## src/rtl/pot_manager.sv

```systemverilog
// Table pot: collects committed bets, tracks round contributions,
// and splits the pot evenly among winners as serial payout pulses.
module pot_manager #(
  parameter int NUM_PLAYERS = 4,
  parameter int MAX_STACK_W = 10,
  parameter int POT_W       = 12,
  localparam int PID_W      = $clog2(NUM_PLAYERS)
) (
  input  logic                         clk,
  input  logic                         pot_reset,
  input  logic                         round_start,
  input  logic                         bet_valid,
  output logic                         bet_ready,
  input  logic [PID_W-1:0]             bet_player,
  input  logic [MAX_STACK_W-1:0]       bet_value,
  output logic                         bet_error,
  input  logic                         award_req,
  input  logic [NUM_PLAYERS-1:0]       winner_mask,
  output logic                         award_error,
  output logic [POT_W-1:0]             pot,
  output logic [POT_W-1:0]             highest_bet,
  output logic [NUM_PLAYERS*POT_W-1:0] round_bet,
  output logic                         payout_valid,
  output logic [PID_W-1:0]             payout_player,
  output logic [POT_W-1:0]             payout_amount,
  output logic                         payout_done,
  output logic                         busy
);

  localparam int KW = $clog2(NUM_PLAYERS + 1);
  localparam int CW = $clog2(POT_W);

  typedef enum logic [1:0] {COLLECT, DIVIDE, PAYOUT} state_e;

  state_e               state_q, state_d;
  logic [POT_W-1:0]     pot_q, pot_d;
  logic [POT_W-1:0]     hb_q, hb_d;
  logic [POT_W-1:0]     rb_q [NUM_PLAYERS];
  logic [POT_W-1:0]     rb_d [NUM_PLAYERS];
  logic [NUM_PLAYERS-1:0] mask_q, mask_d;
  logic [KW-1:0]        k_q, k_d;
  logic [CW-1:0]        cnt_q, cnt_d;
  logic [POT_W-1:0]     quo_q, quo_d;
  logic [KW-1:0]        rem_q, rem_d;
  logic [PID_W-1:0]     idx_q, idx_d;
  logic                 first_q, first_d;
  logic                 berr_q, berr_d;
  logic                 aerr_q, aerr_d;
  logic                 done_q, done_d;

  logic             fire, accept;
  logic             award_ok, award_bad;
  logic             last_seat;
  logic [POT_W:0]   sum;
  logic [KW:0]      trial;
  logic             ge;

  assign fire      = bet_valid && bet_ready;
  assign sum       = {1'b0, pot_q} + (POT_W+1)'(bet_value);
  assign accept    = fire && !sum[POT_W]
                     && (int'(bet_player) < NUM_PLAYERS);
  assign award_ok  = (state_q == COLLECT) && award_req
                     && (|winner_mask);
  assign award_bad = (state_q == COLLECT) && award_req
                     && !(|winner_mask);
  assign last_seat = idx_q == PID_W'(NUM_PLAYERS - 1);
  // restoring division step: shift in the next dividend bit
  assign trial     = {rem_q, pot_q[cnt_q]};
  assign ge        = trial >= {1'b0, k_q};

  always_ff @(posedge clk) begin
    if (pot_reset) state_q <= COLLECT;
    else           state_q <= state_d;
  end

  always_comb begin
    state_d = state_q;
    unique case (state_q)
      COLLECT: if (award_ok) state_d = DIVIDE;
      DIVIDE:  if (cnt_q == '0) state_d = PAYOUT;
      PAYOUT:  if (last_seat) state_d = COLLECT;
      default: state_d = COLLECT;
    endcase
  end

  always_comb begin
    bet_ready     = (state_q == COLLECT) && !award_req;
    busy          = state_q != COLLECT;
    payout_valid  = (state_q == PAYOUT) && mask_q[idx_q];
    payout_player = payout_valid ? idx_q : '0;
    payout_amount = '0;
    if (payout_valid)
      payout_amount = quo_q + (first_q ? POT_W'(rem_q) : '0);
  end

  always_comb begin
    pot_d   = pot_q;
    hb_d    = hb_q;
    rb_d    = rb_q;
    mask_d  = mask_q;
    k_d     = k_q;
    cnt_d   = cnt_q;
    quo_d   = quo_q;
    rem_d   = rem_q;
    idx_d   = idx_q;
    first_d = first_q;
    berr_d  = fire && !accept;
    aerr_d  = award_bad;
    done_d  = (state_q == PAYOUT) && last_seat;
    unique case (state_q)
      COLLECT: begin
        if (round_start) begin
          for (int i = 0; i < NUM_PLAYERS; i++) rb_d[i] = '0;
          hb_d = '0;
        end
        if (accept) begin
          pot_d = sum[POT_W-1:0];
          for (int i = 0; i < NUM_PLAYERS; i++) begin
            if (bet_player == PID_W'(i)) begin
              rb_d[i] = rb_d[i] + POT_W'(bet_value);
              if (rb_d[i] > hb_d) hb_d = rb_d[i];
            end
          end
        end
        if (award_ok) begin
          mask_d = winner_mask;
          k_d    = KW'($countones(winner_mask));
          cnt_d  = CW'(POT_W - 1);
          quo_d  = '0;
          rem_d  = '0;
        end
      end
      DIVIDE: begin
        rem_d        = ge ? KW'(trial - {1'b0, k_q}) : trial[KW-1:0];
        quo_d[cnt_q] = ge;
        cnt_d        = cnt_q - 1'b1;
        if (cnt_q == '0) begin
          idx_d   = '0;
          first_d = 1'b1;
        end
      end
      PAYOUT: begin
        if (mask_q[idx_q]) first_d = 1'b0;
        idx_d = idx_q + 1'b1;
        if (last_seat) begin
          pot_d = '0;
          hb_d  = '0;
          for (int i = 0; i < NUM_PLAYERS; i++) rb_d[i] = '0;
        end
      end
      default: ;
    endcase
  end

  always_ff @(posedge clk) begin
    if (pot_reset) begin
      pot_q   <= '0;
      hb_q    <= '0;
      for (int i = 0; i < NUM_PLAYERS; i++) rb_q[i] <= '0;
      mask_q  <= '0;
      k_q     <= '0;
      cnt_q   <= '0;
      quo_q   <= '0;
      rem_q   <= '0;
      idx_q   <= '0;
      first_q <= 1'b0;
      berr_q  <= 1'b0;
      aerr_q  <= 1'b0;
      done_q  <= 1'b0;
    end else begin
      pot_q   <= pot_d;
      hb_q    <= hb_d;
      rb_q    <= rb_d;
      mask_q  <= mask_d;
      k_q     <= k_d;
      cnt_q   <= cnt_d;
      quo_q   <= quo_d;
      rem_q   <= rem_d;
      idx_q   <= idx_d;
      first_q <= first_d;
      berr_q  <= berr_d;
      aerr_q  <= aerr_d;
      done_q  <= done_d;
    end
  end

  always_comb begin
    for (int i = 0; i < NUM_PLAYERS; i++)
      round_bet[i*POT_W +: POT_W] = rb_q[i];
  end

  assign pot         = pot_q;
  assign highest_bet = hb_q;
  assign bet_error   = berr_q;
  assign award_error = aerr_q;
  assign payout_done = done_q;

endmodule
```

## config.mk

```make
export PLATFORM = sky130hd
export DESIGN_NAME = pot_manager
export DESIGN_NICKNAME = d
export VERILOG_FILES = /design/src/rtl/pot_manager.sv
export SDC_FILE = /design/constraint.sdc
export NUM_CORES = 1
export LEC_CHECK = 0
export CORE_MARGIN = 2
export CORE_UTILIZATION = 50
export DETAILED_ROUTE_END_ITERATION = 10
export DONT_BUFFER_PORTS = 1
export GPL_TIMING_DRIVEN = 1
export PLACE_DENSITY = 0.68
export SLEW_MARGIN = 20
export SYNTH_ARGS = -nofsm -noshare
export SYNTH_HDL_FRONTEND = slang
export SYNTH_SLANG_ARGS = --single-unit
```

## constraint.sdc

```tcl
create_clock -name clk -period 18.15 [get_ports clk]
set_clock_uncertainty 0.1 [all_clocks]
set_input_delay 3.63 -clock clk [delete_from_list [all_inputs] [get_ports clk]]
set_output_delay 3.63 -clock clk [all_outputs]
set_load 0.01 [all_outputs]
```

# Yosys cells after proc, flatten, opt, wreduce, memory -nomap -nowiden
# Index checks and enable logic that the tools add are counted.
word_totals:
  ff_bits: 106
  wordCells: 133
  inputBits: 21
  out_inout_bits: 92
classes:
  n_eq_ne: 11
  order_cmp: 8
  addsub: 12
  n_reduce_logical: 29
  muxes: 56
ops:
  columns: ["operator", "count"]
  rows:
  - ["12-bit two-way mux", 25]
  - ["48-bit two-way mux", 4]
  - ["48-bit one-hot mux with 2 select lines", 1]
  - ["12-bit one-hot mux with 2 select lines", 3]
  - ["12-bit by 10-bit adder with 12-bit output", 4]
  - ["12-bit > comparator", 4]
  - ["12-bit by 10-bit adder with 13-bit output", 1]
  - ["12-bit by 3-bit adder with 12-bit output", 1]
  - ["12-bit bitwise mux", 1]
  - ["1-bit logical AND", 10]
  - ["2-bit two-way mux", 5]
  - ["3-bit two-way mux", 3]
  - ["3-bit AND reduction", 3]
  - ["2-bit equality test (second input constant)", 4]
  - ["2-bit != test (second input constant)", 4]
  - ["4-bit one-hot mux with 2 select lines", 1]
  - ["2-bit AND reduction", 4]
  - ["2-bit nonzero test", 4]
  - ["2-bit one-hot mux with 3 select lines", 1]
  - ["3-bit one-hot mux with 2 select lines", 1]
  - ["4-bit by 5-bit less-than comparator with 1-bit output (second input constant)", 1]
  - ["1-bit two-way mux", 5]
  - ["1-bit by 1-bit adder with 2-bit output", 2]
  - ["1-bit binary-select mux with 4-bit select", 1]
  - ["18 further kinds", 23]

# Logic depth before layout (Yosys ltp)
logic_depth:
  word_depth: 23
  ltp_mapped: 61
  mapped_depth_nobuf: 53

# Worst setup path after synthesis
# No wires, ideal clock.
synth_timing:
  path_kind: "input-to-reg"
  start: "in round_start"
  end: "reg hb_q[7] (netlist: highest_bet[7])"
  setup_ns: 0.086
  path_slack_ns: 3.687
  n_path_buf: 8
  stages: 55
  arrival_ns: 14.277
  t_required_ns: 17.964
  path_cell_list: "buf_4 > clkbuf_1 > clkbuf_1 > clkbuf_1 > nor2b_1 > ha_1 > buf_2 > and4b_1 > o21a_1 > o31a_1 > o21a_1 > o21a_1 > xnor2_1 > nor2_1 > ha_1 > nand3_1 > nor2_1 > o21ai_0 > (+19 left out) > nand2b_1 > a21oi_1 > or3_1 > a311oi_1 > clkbuf_1 > clkbuf_1 > a21oi_1 > ha_1 > nor2b_1 > o21ai_0 > nand2b_1 > a21oi_1 > or3_1 > a311oi_1 > nand2_1 > a21oi_1 > a21oi_1 > a211oi_1"
synth_via:
  elab_chain_cells: 23
  elab_cells_between_ends: 28
  classes_between: "4 x add/sub; 4 x order compare; 20 x mux"
synth_rtl:
  columns: ["element", "line_no", "rtl"]
  rows:
  - ["start, declared", "11", "input logic round_start,"]
  - ["48-bit two-way mux", "112", "if (round_start) begin"]
  - ["48-bit two-way mux", "110", "unique case (state_q)"]
  - ["12-bit by 10-bit adder with 12-bit output", "120", "rb_d[i] = rb_d[i] + POT_W'(bet_value);"]
  - ["12-bit > comparator", "121", "if (rb_d[i] > hb_d) hb_d = rb_d[i];"]
  - ["12-bit two-way mux", "121", null]
  - ["12-bit two-way mux", "119", "if (bet_player == PID_W'(i)) begin"]
  - ["12-bit two-way mux", "116", "if (accept) begin"]
  - ["12-bit two-way mux", "110", null]
  - ["(+7 left out)", null, null]
  - ["12-bit two-way mux", "119", null]
  - ["12-bit two-way mux", "116", null]
  - ["12-bit two-way mux", "110", null]
  - ["12-bit > comparator", "121", null]
  - ["12-bit two-way mux", "121", null]
  - ["12-bit two-way mux", "119", null]
  - ["12-bit two-way mux (*)", "116", null]
  - ["12-bit one-hot mux with 2 select lines (*)", "110", null]
  - ["end signal, assigned", "158", "hb_q <= '0;"]
  - ["end signal, assigned", "172", "hb_q <= hb_d;"]
  - ["end, declared", "37", "logic [POT_W-1:0] hb_q, hb_d;"]
# Every way passes the cells marked *; elsewhere a longest branch is shown, timed or not. The select of a mux whose other input is x is not followed.
# A chain may end at the register's enable or synchronous reset.

# Worst setup path in the final report
# Ends and elaborated chain as after synthesis.

==> metrics.md <==
| Metric | Value |
|---|---|
| Slowest cell on crit path | a311o_1 |
| Psw | 245 uW |
| Share of cells above drive strength 1 | 5.86% |
| Peak Freq | between 60 and 70 MHz |
| Post-synth top area share | 21.6% |
| DRC violations left | 0 |
| Clock power share | 31.9% |
| Maximum number of pins on one net before global-route repair | 102 |
| EDFF count, synth | 0 |
| Die Ht | 144 um |
| Final net count | 1378 |
| R2r worst-path depth | 48 |
| Top_reg_cell synth | dfxtp_1 |
| Total Power | 658 uW |
| Hold Path Sink | k_q[2] |
| Synthesized flop and latch total | 106 |
| Vias/cell | 6.06 |
| Post-synthesis cell type count | 78 |
| IO Port Bufs | 0 |
| CP endpoint kind | flop |
| Reg-to-Reg Start | round_bet[0] |
| Worst slew pin tran | around 1000 ps |
| Syn Nets | about 1400 |
| Startpoint Class | primary input |
| Initial antenna violation count | 0 |
| Via count | 9154 |
| Die ar. | 20800 um^2 |
| CTS resizes | 0 |
| Root Buffer | clkbuf_16 |
| Final Max Slew Viols | 0 |
| Synth cell count leaders | a21oi_1 (119), ha_1 (108), dfxtp_1 (106), nor2_1 (104), nand2_1 (99) |
| Run status | completed |
| Post CTS Setup Buffer Count | 0 |
| Crit path largest cell delay | 540 ps |
| Most frequent cell after synthesis | a21oi_1 |
| Finished Cell Area | roughly 10000 um^2 |
| I/O pin count | 113 |
| Async SR Flop Fraction | 0% |
| Final RePlAce weighted congestion | 1.00 |
| Filler cells | between 1500 and 2000 |
| WL/cell | 18.9 um |
| TNS Setup | 0 ps |
| GRT overflow | 0 |
| Max Cap Viol | 0 |
| WL final | 28500 um |
| Maximum root-to-sink buffer count | 2 |
| Critical Path Fanout Max | 74 |
| Initial DRC count | 711 |
| Sw Ratio | a little under two fifths |
| Synthesized area | slightly below 10000 um^2 |
| Post-synthesis sequential area ratio | 21.6% |
| Internal power | 413 uW |
| Setup crit start | round_start |
| Most used cell, CP | ha_1 |
| First-pass GRT wire length | 44900 um |
| Routed Antenna Nets | 0 |
| Yosys top cell by area | dfxtp_1 |
| Area occupied by multi-input gates | 7270 um^2 |
| Initial Util | 50.6% |
| Hold Crit Class | reg -> reg |
| Worst VDD drop | 40.5 uV |
| YS warnings | 0 |
| Final Hold Viols | 0 |
| Final Setup Violations | 0 |
| Rows | ~50 |
| R2r endpoint | highest_bet[7] |
| Comb pwr share | 29.0% |
| Cells after synthesis | 1271 |
| RSZ-0062 raised after global routing | false |
| Vias in the first global route | 8342 |
| Sequential cell area | 2120 um^2 |
| Worst Path Class, Setup | in -> reg |
| Worst slew margin | 30.8% |
| Antenna cells | 0 |
| Clk pin slew, worst setup/hold paths | 80 ps |
| # clock sinks | 106 |
| Initial DRT Pass Iterations | 5 |
| Die Span X | roughly 140 um |
| WP data required | 18340 ps |
| PD cells | 63.5 nW/um^2 |
| Final worst-path cycle share | 79.4% |
| Num CTS Buffers | 9 |
| Clock insertion delay at the later pin of the skew report | approximately 370 ps |
| Syn avg cell area | 7.73 um^2 |
| Period minus WS final | 14410 ps |
| WP data arrival | 14600 ps |
| HPWL after DPL | 21400 um |
| WHS Path Cells | 2 |
| Core ar. | about 19000 um^2 |
| Leakage | roughly 0.0043 uW |
| Cts hold-fix bufs | 0 |
| CTS tree | done |
| Global-route usage over all layers | 27.4% |
| Top cells by area, synth | dfxtp_1 (22%), ha_1 (14%), a21oi_1 (6.1%) |
| R2R Setup Slk | 6540 ps |
| H-tree Lvls | 3 |
| Hold path start | k_q[2] |
| Area delta synth->final | 5.54% |
| Sequential share of power | between 30% and 40% |
| Area after DPL | 10000 um^2 |
==> layer usage <==
metal	vias to the layer above	global-route usage [%]	part of all wire (%)
met5	-	0	0
met4	0	8.94	2.7
met3	47	5.99	7.6
met2	308	42.3	43
met1	4258	38.0	47
li1	4541	-	-
==> flip-flops by register name, indices dropped and copies added (netlist names) <==
signal / count
round_bet: 48
idx_q: 2
payout_done: 1
highest_bet: 12
mask_q: 4
first_q: 1
bet_error: 1
cnt_q: 4
state_q: 2
pot: 12
k_q: 3
award_error: 1
quo_q: 12
rem_q: 3
==> placed cells by master (no fill, tap or decap), drive strengths merged, types with 8 or more instances in the layout <==
| cell | instances |
|---|---|
| a211oi | 12 |
| a21o | 35 |
| a21oi | 119 |
| a22oi | 33 |
| and2 | 18 |
| and3 | 8 |
| buf | 9 |
| clkbuf | 10 |
| dfxtp | 106 |
| fa | 8 |
| ha | 108 |
| inv | 69 |
| mux2 | 23 |
| mux2i | 23 |
| nand2 | 100 |
| nand2b | 35 |
| nand3 | 59 |
| nand4 | 14 |
| nor2 | 104 |
| nor2b | 65 |
| nor3 | 27 |
| nor4 | 8 |
| o211ai | 9 |
| o21a | 16 |
| o21ai | 63 |
| o21bai | 16 |
| or3 | 16 |
| xnor2 | 32 |
| xor2 | 13 |
==> per-stage QoR <==
step / util [%] / instances / hold WS (ps) / setup WS, ps
5_1_grt: 53.4 / 1511 / 381 / 2610
2_1_floorplan: - / 1271 / 333 / 3690
6_report: 53.4 / 1511 / 355 / 3740
3_5_place_dp: 51.8 / 1494 / 345 / 3530
4_1_cts: 53.4 / 1510 / 358 / 3870
3_3_place_gp: 51.8 / 1494 / 336 / 3930
==> cells by family after synthesis <==
kind of cell / after synthesis / share of synthesized area [%]
mux: 49 / 5.67
buf+inv: 118 / 4.60
xor+xnor: 45 / 4.01
flops: 106 / 21.6
simple gates: 471 / 24.3
fa+ha+maj: 117 / 15.5
compound gates: 365 / 24.4
==> power groups by stage <==
stage | sequential, uW | combinational (uW) | clock [uW]
2_1_floorplan | 258 | 150 | 0
3_3_place_gp | 263 | 185 | 0
3_5_place_dp | 263 | 188 | 0
5_1_grt | 259 | 214 | 221
6_report | 257 | 191 | 210
4_1_cts | 257 | 189 | 213
==> final cells by class <==
type	count	area share (%)
multi-input combinational	1047	70.2
sequential	106	20.5
tap	265	3.20
inverter	67	2.43
clock buffer	9	2.17
clock inverter	7	0.821
timing repair buffer	10	0.724
==> critical path, delay by kind of cell <==
family	cells	cell delay [ps]
AO/OA/AOI/OAI	17	3950
AND/OR/NAND/NOR	17	3700
adder cells (fa/ha/maj)	7	2060
multiplexers	4	1040
buffers and inverters	3	200
==> worst max path at each step <==
| stage | end | slack (ps) | depth (start not counted) |
|---|---|---|---|
| floorplan | highest_bet[7] | 3690 | 55 |
| global placement | highest_bet[7] | 3930 | 48 |
| detailed placement | highest_bet[7] | 3530 | 48 |
| CTS | highest_bet[7] | 3870 | 48 |
| global route | highest_bet[9] | 2610 | 48 |
| finish | highest_bet[7] | 3740 | 48 |
No activity file was read; power rests on OpenSTA's default activity.
